[src/rtl/sort_pkg.sv]
// Shared definitions for the sorter family: merge direction constants and merge FSM states.
package sort_pkg;

    localparam int unsigned DIR_ASC  = 0;
    localparam int unsigned DIR_DESC = 1;

    typedef enum logic [1:0] {
        MERGE   = 2'd0,
        DRAIN_A = 2'd1,
        DRAIN_B = 2'd2
    } merge_state_t;

endpackage

[src/rtl/merge_select.sv]
// Two-way merge selector: picks which input feeds the output given the merge state.
// Ties favour A so the merge is stable with respect to A.
module merge_select
    import sort_pkg::*;
#(
    parameter int unsigned VALUE_BITS = 8,
    parameter int unsigned DIRECTION  = DIR_ASC
) (
    input  merge_state_t          state,
    input  logic [VALUE_BITS-1:0] a_data,
    input  logic [VALUE_BITS-1:0] b_data,
    output logic                  select_a,
    output logic [VALUE_BITS-1:0] sel_data
);

    logic a_first;

    always_comb begin
        if (DIRECTION == DIR_DESC) begin
            a_first = (a_data >= b_data);
        end else begin
            a_first = (a_data <= b_data);
        end
    end

    always_comb begin
        select_a = 1'b0;
        case (state)
            MERGE:   select_a = a_first;
            DRAIN_A: select_a = 1'b1;
            default: select_a = 1'b0;
        endcase
    end

    assign sel_data = select_a ? a_data : b_data;

endmodule

[src/rtl/sorted_run_merger.sv]
// Streaming merge of two sorted runs of SIZE values into one sorted run of 2*SIZE values,
// with a registered valid/ready output and out_last on the final element of each run pair.
module sorted_run_merger
    import sort_pkg::*;
#(
    parameter int unsigned VALUE_BITS = 8,
    parameter int unsigned DEPTH      = 4,
    parameter int unsigned DIRECTION  = DIR_ASC,
    parameter int unsigned SIZE       = 1 << DEPTH
) (
    input  logic                  clk,
    input  logic                  rst,
    input  logic                  a_valid,
    output logic                  a_ready,
    input  logic [VALUE_BITS-1:0] a_data,
    input  logic                  b_valid,
    output logic                  b_ready,
    input  logic [VALUE_BITS-1:0] b_data,
    output logic                  out_valid,
    input  logic                  out_ready,
    output logic [VALUE_BITS-1:0] out_data,
    output logic                  out_last
);

    localparam int unsigned      CNT_W    = DEPTH + 1;
    localparam int unsigned      SUM_W    = DEPTH + 2;
    localparam logic [CNT_W-1:0] RUN_LEN  = CNT_W'(SIZE);
    localparam logic [SUM_W-1:0] LAST_IDX = SUM_W'(2 * SIZE - 1);

    merge_state_t          state;
    merge_state_t          state_nxt;
    logic [CNT_W-1:0]      cnt_a;
    logic [CNT_W-1:0]      cnt_b;
    logic [CNT_W-1:0]      cnt_a_nxt;
    logic [CNT_W-1:0]      cnt_b_nxt;
    logic                  select_a;
    logic [VALUE_BITS-1:0] sel_data;
    logic                  src_valid;
    logic                  adv;
    logic                  consume;
    logic                  last_consume;

    merge_select #(
        .VALUE_BITS (VALUE_BITS),
        .DIRECTION  (DIRECTION)
    ) u_merge_select (
        .state    (state),
        .a_data   (a_data),
        .b_data   (b_data),
        .select_a (select_a),
        .sel_data (sel_data)
    );

    assign adv = !out_valid || out_ready;

    // While draining, the exhausted port's valid is ignored.
    always_comb begin
        src_valid = 1'b0;
        case (state)
            MERGE:   src_valid = a_valid && b_valid;
            DRAIN_A: src_valid = a_valid;
            default: src_valid = b_valid;
        endcase
    end

    assign consume      = adv && src_valid && !rst;
    assign last_consume = consume && ((SUM_W'(cnt_a) + SUM_W'(cnt_b)) == LAST_IDX);

    // State register
    always_ff @(posedge clk or posedge rst) begin
        if (rst) begin
            state <= MERGE;
        end else begin
            state <= state_nxt;
        end
    end

    // Next state, together with the post-consume counter values it depends on
    always_comb begin
        state_nxt = state;
        cnt_a_nxt = cnt_a;
        cnt_b_nxt = cnt_b;
        if (consume) begin
            if (last_consume) begin
                cnt_a_nxt = '0;
                cnt_b_nxt = '0;
                state_nxt = MERGE;
            end else begin
                if (select_a) begin
                    cnt_a_nxt = cnt_a + CNT_W'(1);
                end else begin
                    cnt_b_nxt = cnt_b + CNT_W'(1);
                end
                if (cnt_a_nxt == RUN_LEN) begin
                    state_nxt = DRAIN_B;
                end else if (cnt_b_nxt == RUN_LEN) begin
                    state_nxt = DRAIN_A;
                end else begin
                    state_nxt = MERGE;
                end
            end
        end
    end

    // Handshake outputs; combinational on valid by design
    always_comb begin
        a_ready = 1'b0;
        b_ready = 1'b0;
        if (consume) begin
            a_ready = select_a;
            b_ready = !select_a;
        end
    end

    always_ff @(posedge clk or posedge rst) begin
        if (rst) begin
            cnt_a <= '0;
            cnt_b <= '0;
        end else begin
            cnt_a <= cnt_a_nxt;
            cnt_b <= cnt_b_nxt;
        end
    end

    // Output register holds its contents while the downstream stalls
    always_ff @(posedge clk or posedge rst) begin
        if (rst) begin
            out_valid <= 1'b0;
            out_data  <= '0;
            out_last  <= 1'b0;
        end else if (adv) begin
            out_valid <= consume;
            if (consume) begin
                out_data <= sel_data;
                out_last <= last_consume;
            end
        end
    end

endmodule

[config.mk]
export PLATFORM = sky130hd
export DESIGN_NAME = sorted_run_merger
export DESIGN_NICKNAME = d
export VERILOG_FILES = /design/src/rtl/sort_pkg.sv /design/src/rtl/merge_select.sv /design/src/rtl/sorted_run_merger.sv
export SDC_FILE = /design/constraint.sdc
export NUM_CORES = 1
export LEC_CHECK = 0
export BUFFER_PORTS_ARGS = -buffer_cell sky130_fd_sc_hd__buf_2
export CORE_UTILIZATION = 56
export CTS_CLUSTER_DIAMETER = 200
export DETAILED_ROUTE_END_ITERATION = 6
export GPL_ROUTABILITY_DRIVEN = 0
export PLACE_DENSITY_LB_ADDON = 0.08
export SLEW_MARGIN = 5
export SYNTH_ARGS = -nofsm -noshare
export SYNTH_HDL_FRONTEND = slang
export SYNTH_HIERARCHICAL = 1
export SYNTH_SLANG_ARGS = --single-unit
[constraint.sdc]
create_clock -name clk -period 3.2 [get_ports clk]
set_input_delay 0.64 -clock clk [delete_from_list [all_inputs] [get_ports clk]]
set_output_delay 0.64 -clock clk [all_outputs]
set_load 0.01 [all_outputs]
==> results of run 1 <==
-- area by class of cell --
type	count	share of cell area
Clock buffer	3	0.0107
Inverter	17	0.0303
Multi-Input combinational cell	172	0.553
Sequential cell	22	0.261
Timing Repair Buffer	44	0.119
Tap cell	44	0.0261
-- flip-flops by register name, summed over array words and instances, names as in the netlist --
register / cells
out_valid: 1
out_data: 8
cnt_b: 5
cnt_a: 5
out_last: 1
state: 2
-- routing by layer --
metal	routed length, um	up-vias	global-route usage
li1	-	867	-
met1	2140	829	0.423
met2	1870	69	0.407
met3	306	5	0.0415
met4	34	0	0.0850
met5	0	-	0
-- cells in the final DEF (no fill, tap or decap), drive strengths merged --
master   Yosys  routed
dfrtp       22      22
and2b        7       7
o22ai        1       1
nand2       43      43
nor2b       12      12
a222oi       8       8
xor2         5       5
or4b         1       1
inv         17      17
o21ai       10      10
a32o         3       3
nor3         4       4
o221ai       1       1
nand4        3       3
nand2b       2       2
nor4b        2       2
and4         1       1
nand4b       1       1
or2          1       1
xnor2        1       1
o31ai        1       1
and3         1       1
or3b         1       1
fa           1       1
buf          5      44
ha          15      15
clkbuf       3       3
a21o         3       3
o211ai       9       9
a22o         6       6
nand3        2       2
nor2        15      15
a21oi        6       6
o21a         1       1
nor4         4       4
a2111oi      1       1
-- logic make-up (layout without fill, tap and decap cells) --
group                    Yosys count  in the layout
XOR/XNOR                           6              6
AND/OR/NAND/NOR                  100            100
adder cells (fa/ha/maj)           16             16
buffers and inverters             25             64
flip-flops                        22             22
AO/OA/AOI/OAI                     50             50
-- final timing paths --
| kind | to | slack [ps] | depth (start not counted) | from |
|---|---|---|---|---|
| setup / recovery | b_ready | 240 | 11 | b_data[1] |
| hold reg to reg | out_data[1] | 490 | 2 | out_data[1] |
| hold / removal | cnt_b[4] | 460 | 3 | rst |
| max in group asynchronous | cnt_a[4] | 2500 | 3 | rst |
| setup reg to reg | cnt_b[1] | 540 | 8 | cnt_a[0] |
| min in group clk | out_data[1] | 490 | 2 | out_data[1] |
-- worst reg2reg max path, delay by kind of cell, from the launching register on --
kind | cells | cell delay [ps]
AO/OA/AOI/OAI | 2 | 340
flip-flops | 1 | 490
AND/OR/NAND/NOR | 2 | 770
adder cells (fa/ha/maj) | 2 | 670
buffers and inverters | 2 | 290
-- what timing repair did --
item / 4_1_cts / 5_1_grt
endpoints found under the setup margin: 0 / 2
resized for setup: 0 / 1
setup buffers: 0 / 0
-- power by group --
group	switching (mW)	leakage, nW	internal, mW
clock network	0.0808	0.0138	0.0440
registers	0.0909	0.288	0.334
logic	0.212	0.807	0.188
total	0.384	1.11	0.567
-- metrics by stage --
stage          setup slack [ps]  instances  hold slack [ps]   util
6_report                    238        302              465  0.685
5_1_grt                    78.9        302              477  0.685
4_1_cts                     107        302              458  0.684
3_3_place_gp                163        299              454  0.676
3_5_place_dp                105        299              462  0.676
2_1_floorplan               225        219              495      -
==> impl_metrics.toml, run 1 <==
[die]
floorplan.io_pins = 33
rows = 20
fp.dieArea_mm2 = 0.00348
die_height_um = 59.0
initial_core_util = 0.591
dieWidth_um = 59.0
core_region_area_mm2 = 0.00308

[setup_path]
cp_cell_sequence = "buf_2, inv_1, ha_1, nor2b_1, o211ai_1, a21oi_2, o21a_1, nor2_2, buf_4, nor2_1, buf_2"
cell_at_the_slowest_stage_of_the_critical_path = "ha_1"
critPathCaptureType = "output port"
timing.critical_path.arrival_ps = 2320
cpLargestDelayFamily = "compound AO/OA/AOI/OAI gates"
critPathLaunchType = "input port"
crit_fanout = 8
cp_dominant_cell_by_count = "buf_2"
crit_path_max_incr_delay_ps = 270
critical_path_class = "input port to output port"
timing.critical_path.required_ps = 2560
worstPathBufferInverterCount = 4

[grt]
grt_first_pass_wirelength_um = 7330
track_usage = 0.278
antenna_found_initial = 0
first_global_vias = 1640
grt-ovfl-total = 0
grt_start_max_net_pins = 23

[clock_network]
clk_path_buf_depth = 2
clkSlewWorstSetupHoldPaths_ps = 120
cts-hold-fix-buffers = 0
root_buffer = "clkbuf_4"
cts_inserted_buffers = 3
cts_tree = "built"
ctsHtreeMaxLevel = 1
cts_sinks = 22
clk-insertion-delay-late_ps = 310

[place]
hpwl_um = 3280
port_buffers = 32
post_dp_cell_area_mm2 = 0.00208

[finish]
area_growth_syn_to_layout_pct = 15.7
number_of_antenna_diodes = 0
drive_above_1_share = 0.209
final_design_area_no_fill_mm2 = 0.00211
num-nets-final = 297
seqCellArea_um2 = 551
multi_input_area_mm2 = 0.00116
layout.filler_cells = 274

[status]
outcome = "finished clean"

[sta]
max_freq_mhz = 338
tightest_slew_ps = 647
max-slew-margin-rel = 0.569
slew_violations = 0
final.min_clock_period_ps = 2960
unrepaired_setup_endpoints_after_global_routing = "false"
setup_viol = 0
setup-tns-final_ps = 0
finClkSkew_ps = 11.3
finalCritPeriodShare = 0.926
timing.final.hold_violations = 0

[detailed_routing]
detail_route.iter0.violations = 129
wire_per_inst_um = 14.4
routed_via_density = 5.86
total_vias_in_the_final_route = 1770
totalWireLength_um = 4350
drcViolationCount = 0
drt_pass_1_iters = 5
ant_nets = 0

[synthesis]
mappedNetlistArea_mm2 = 0.00182
syn_nets = 256
number_of_synthesized_flops_with_an_enable_pin = 0
synth-adder-area-share = 0.114
yosys-top-cells-count = "nand2_1, dfrtp_1, inv_1, ha_1, nor2_1"
synth-seq-cells = 22
yosys.area.top_type = "dfrtp_1"
main_combinational_cell_family_by_area_after_synthesis = "simple AND/OR/NAND/NOR gates"
synth-compound-area-share = 0.208
synth_seq_area_share = 0.302
yosysMostFrequentCell = "nand2_1"
syn_area_per_cell_um2 = 8.31
synth_top_area_share = 0.302
synth-warning-count = 6
synth.distinct_cells = 43
synth_ff_type = "dfrtp_1"
netlist_top_cells_area = "dfrtp_1, ha_1, nand2_1"
synth_async_sr_flop_share = 1.00
postSynthCellCount = 219
proportion_of_synthesized_area_in_mux_cells = 0
yosys.area_share.simple = 0.287
synth_xor_xnor_area_share = 0.0289

[power_and_ir_drop]
power.density_mw_per_mm2 = 451
cellLeakagePower_nw = 1.11
total_power_mw = 0.950
ir_drop_worst_case_vdd_mv = 0.354

[job]
drv.max_cap_violation_count = 0

[worst_hold_path]
hold_class = "input port to asynchronous set/reset pin"
Note: power is estimated with default switching activity, not from simulation.
==> run 2, diff against run 1 <==
CORE_MARGIN = 2   (was not set)
==> run 2 against run 1 <==
  * Sequential power fell by 1%
  * Fmax decreased by 0.82%
  * Combinational power barely moved
  * Wire length fell by 2.8%
  * Critical endpoint is now cnt_a[1]
  * Largest cell class unchanged
==> impl_metrics.toml, run 2 (synthesized netlist as in run 1, its figures left out) <==
[status]
outcome = "finished clean"

[sta]
max-slew-margin-rel = 0.569
max_freq_mhz = 335
slew_violations = 0
final.min_clock_period_ps = 2990
setup_viol = 0
timing.final.hold_violations = 0
finClkSkew_ps = 10.1
finalCritPeriodShare = 0.933
tightest_slew_ps = 645
setup-tns-final_ps = 0
unrepaired_setup_endpoints_after_global_routing = "false"

[finish]
num-nets-final = 296
drive_above_1_share = 0.209
final_design_area_no_fill_mm2 = 0.00213
layout.filler_cells = 269
largest-register = "out_data"
layout.cells.most_common_list = "nand2_1, buf_2, dfrtp_1"
fin_util = 0.692
reg.largest.list = "out_data: 8 flops, cnt_a: 5 flops, cnt_b: 5 flops"
area_growth_syn_to_layout_pct = 17.0
largest_register_ff_count = 8
number_of_antenna_diodes = 0
layout_commonest_cell = "nand2_1"

[clock_network]
ctsHtreeMaxLevel = 1
cts_sinks = 22
cts_tree = "built"
cts-hold-fix-buffers = 0
clkSlewWorstSetupHoldPaths_ps = 140
clk_path_buf_depth = 2
root_buffer = "clkbuf_4"
cts_inserted_buffers = 3
clk-insertion-delay-late_ps = 310

[setup_path]
rr_endpoint = "cnt_a[1]"
crit_fanout = 10
critPathLaunchType = "flop"
critPathCaptureType = "flop"
worst_setup_path_startpoint = "cnt_a[0]"
r2r_slack_ps = 210
critical_path_class = "flop to flop"
rr_worst_depth = 7
timing.critical_path.arrival_ps = 3210
r2r-start = "cnt_a[0]"
timing.critical_path.required_ps = 3420

[die]
core_region_area_mm2 = 0.00308
dieWidth_um = 61.0
rows = 20
fp.dieArea_mm2 = 0.00372
floorplan.io_pins = 33
die_height_um = 61.0
initial_core_util = 0.591

[place]
hpwl_um = 3210
port_buffers = 32
post_dp_cell_area_mm2 = 0.00207

[power_and_ir_drop]
power.density_mw_per_mm2 = 486
ir_drop_worst_case_vdd_mv = 0.342
total_power_mw = 1.03
cellLeakagePower_nw = 1.12

[grt]
track_usage = 0.251
first_global_vias = 1523
grt_start_max_net_pins = 23
grt-ovfl-total = 0
antenna_found_initial = 0
grt_first_pass_wirelength_um = 6910

[detailed_routing]
wire_per_inst_um = 14.0
drcViolationCount = 0
detail_route.iter0.violations = 151
ant_nets = 0
drt_pass_1_iters = 5
routed_via_density = 5.57
totalWireLength_um = 4230
total_vias_in_the_final_route = 1681

[job]
drv.max_cap_violation_count = 0

[worst_hold_path]
hold_class = "input port to asynchronous set/reset pin"
[run 2: cell count changes in the layout (fill, tap and decap cells not counted)]
cell	before	now
buf_4	12	11
bufinv_16	0	1
[run 2: cell type report]
class / instances / area (um^2) / area share
Tap cell: 44 / 55.1 / 0.0259
Inverter: 17 / 63.8 / 0.0300
Clock inverter: 1 / 30.0 / 0.0141
Sequential cell: 22 / 551 / 0.259
Timing Repair Buffer: 43 / 243 / 0.114
Multi-Input combinational cell: 172 / 1160 / 0.547
Clock buffer: 3 / 22.5 / 0.0106
[run 2: worst max path at each step]
stage          endpoint  slack [ps]
3_3_place_gp    b_ready         110
2_1_floorplan   a_ready         220
3_5_place_dp    b_ready          50
5_1_grt         b_ready          80
4_1_cts         b_ready          60
6_report       cnt_a[1]         210
[run 2: routing by layer]
| layer | global-route usage | up-vias | share of wire |
|---|---|---|---|
| met3 | 0.0378 | 2 | 0.065 |
| met4 | 0.0714 | 0 | 0.0057 |
| li1 | - | 867 | - |
| met5 | 0 | - | 0 |
| met2 | 0.367 | 51 | 0.42 |
| met1 | 0.386 | 761 | 0.51 |
[run 2: what timing repair did]
| action | CTS | global route |
|---|---|---|
| setup buffers | 0 | 0 |
| resized for setup | 0 | 1 |
| setup endpoints to repair | 0 | 2 |
| hold endpoints to repair | 0 | 0 |
[run 2: critical path, stage by stage, from the launching register on]
cell     delay, ps
dfrtp_1        490
ha_1           240
inv_1           70
fa_1           410
or4b_4         560
nor4_4         450
nor2_1         310
a32o_1         340
[run 2: through the flow]
stage | instances | hold WS [ps] | worst slack [ps]
final | 302 | 437 | 214
after global routing | 302 | 425 | 76.6
after CTS | 302 | 438 | 64.7
after detailed placement | 298 | 462 | 53.1
after global placement | 298 | 453 | 108
after floorplan | 219 | 495 | 225
[run 2: power breakdown]
part           internal, mW  switching [mW]
clock                 0.127          0.0908
sequential            0.334          0.0846
combinational         0.187           0.211
==> run 3, diff against run 2 <==
CORE_ASPECT_RATIO = 0.75   (was not set)
==> run 3 against run 2 <==
  * Setup slack gained 78 ps
  * Design area is 1.4% lower
  * Sequential share of layout area rose by 0.37 points
  * Die area rose by 0.13%
  * Sequential power about the same
  * Non-clock buffer count down 3
  * Global-route usage is 0.13 points lower
  * Core utilization grew 0.32 points
  * Fmax grew 2.7%
  * Combinational power is 4% lower
==> impl_metrics.toml, run 3 (synthesized netlist as in run 1, its figures left out) <==
[setup_path]
r2r_slack_ps = 510
cell_at_the_slowest_stage_of_the_critical_path = "ha_1"
cp_cell_sequence = "buf_2, inv_1, ha_1, nor2b_1, o211ai_1, a21oi_2, o21a_1, nor2_1, buf_4, nor2_1, buf_2"
critical_path_class = "input port to output port"
critPathLaunchType = "input port"
timing.critical_path.required_ps = 2560
critPathCaptureType = "output port"
crit_fanout = 12
timing.critical_path.arrival_ps = 2270
crit_path_max_incr_delay_ps = 280

[finish]
layout.cells.most_common_list = "nand2_1, buf_2, dfrtp_1"
drive_above_1_share = 0.196
fin_util = 0.695
reg.largest.list = "out_data: 8 flops, cnt_a: 5 flops, cnt_b: 5 flops"
num-nets-final = 293
final_design_area_no_fill_mm2 = 0.00210
layout_commonest_cell = "nand2_1"
area_growth_syn_to_layout_pct = 15.3
largest-register = "out_data"
largest_register_ff_count = 8
number_of_antenna_diodes = 0

[sta]
finalCritPeriodShare = 0.909
final.min_clock_period_ps = 2910
timing.final.hold_violations = 0
max_freq_mhz = 344
tightest_slew_ps = 639
max-slew-margin-rel = 0.574
setup-tns-final_ps = 0
unrepaired_setup_endpoints_after_global_routing = "false"
setup_viol = 0
finClkSkew_ps = 6.90
slew_violations = 0

[clock_network]
cts_inserted_buffers = 3
clkSlewWorstSetupHoldPaths_ps = 80
postCtsSetupBuffers = 0
clk-insertion-delay-late_ps = 260
root_buffer = "clkbuf_8"
clk_path_buf_depth = 2
ctsHtreeMaxLevel = 1
post_cts_resized = 0
cts-hold-fix-buffers = 0
cts_sinks = 22
cts_tree = "built"

[power_and_ir_drop]
seq_power_share = 0.419
pint_mw = 0.623
power.density_mw_per_mm2 = 476
cellLeakagePower_nw = 1.10
switching_share = 0.376
p_sw_mw = 0.375
ir_drop_worst_case_vdd_mv = 0.350
clock_power_share = 0.199
combPwrFrac = 0.382

[detailed_routing]
wire_per_inst_um = 13.7
routed_via_density = 5.88
drcViolationCount = 0
detail_route.iter0.violations = 111
totalWireLength_um = 4010
drt_pass_1_iters = 6
ant_nets = 0
total_vias_in_the_final_route = 1723

[place]
post_dp_cell_area_mm2 = 0.00204
hpwl_um = 3080
port_buffers = 32

[die]
fp.dieArea_mm2 = 0.00373
dieWidth_um = 69.8
core_region_area_mm2 = 0.00302
floorplan.io_pins = 33
rows = 17
die_height_um = 53.4
initial_core_util = 0.603

[grt]
antenna_found_initial = 0
track_usage = 0.250
grt-ovfl-total = 0
grt_first_pass_wirelength_um = 7290
grt_start_max_net_pins = 23
first_global_vias = 1599

[job]
drv.max_cap_violation_count = 0

[worst_hold_path]
hold_class = "input port to asynchronous set/reset pin"

[status]
outcome = "finished clean"
-- run 3: critical path: cells and delay by family --
family / cells / cell delay, ps
adder cells (fa/ha/maj): 1 / 280
AO/OA/AOI/OAI: 3 / 500
buffers and inverters: 4 / 510
AND/OR/NAND/NOR: 3 / 350
-- run 3: stage by stage --
stage / hold WS (ps) / instances / power, mW / setup WS [ps]
3_3_place_gp: 456 / 289 / 0.798 / 190
3_5_place_dp: 457 / 289 / 0.804 / 137
4_1_cts: 430 / 293 / 1.01 / 293
2_1_floorplan: 495 / 219 / 0.692 / 225
6_report: 422 / 293 / 0.999 / 292
5_1_grt: 462 / 293 / 1.09 / 168
-- run 3: power by group through the flow --
stage	combinational (mW)	clock, mW	sequential [mW]
finish	0.382	0.198	0.418
CTS	0.384	0.206	0.417
detailed placement	0.381	0	0.423
floorplan	0.278	0	0.414
global placement	0.376	0	0.421
global route	0.443	0.217	0.431
-- run 3: worst paths after layout --
kind                              from           to  cells past startpoint
max in group asynchronous          rst     cnt_b[2]                      3
setup reg to reg              cnt_a[0]     cnt_b[1]                      7
min in group clk           out_data[4]  out_data[4]                      2
setup / recovery             b_data[1]      b_ready                     11
hold reg to reg            out_data[4]  out_data[4]                      2
hold / removal                     rst  out_data[5]                      3
-- run 3: layout make-up --
cell class	count	area [um^2]
multi-input cells	172	1160
flip-flops and latches	22	551
fillers	260	921
well taps	38	47.5
inverters	17	63.8
repair buffers	40	220
clock buffers	4	55.1
-- run 3: layer usage --
layer | track usage | part of all wire | vias to the layer above
li1 | - | - | 862
met1 | 0.342 | 0.50 | 813
met2 | 0.427 | 0.43 | 46
met3 | 0.0495 | 0.064 | 2
met4 | 0.0288 | 0.0025 | 0
met5 | 0 | 0 | -
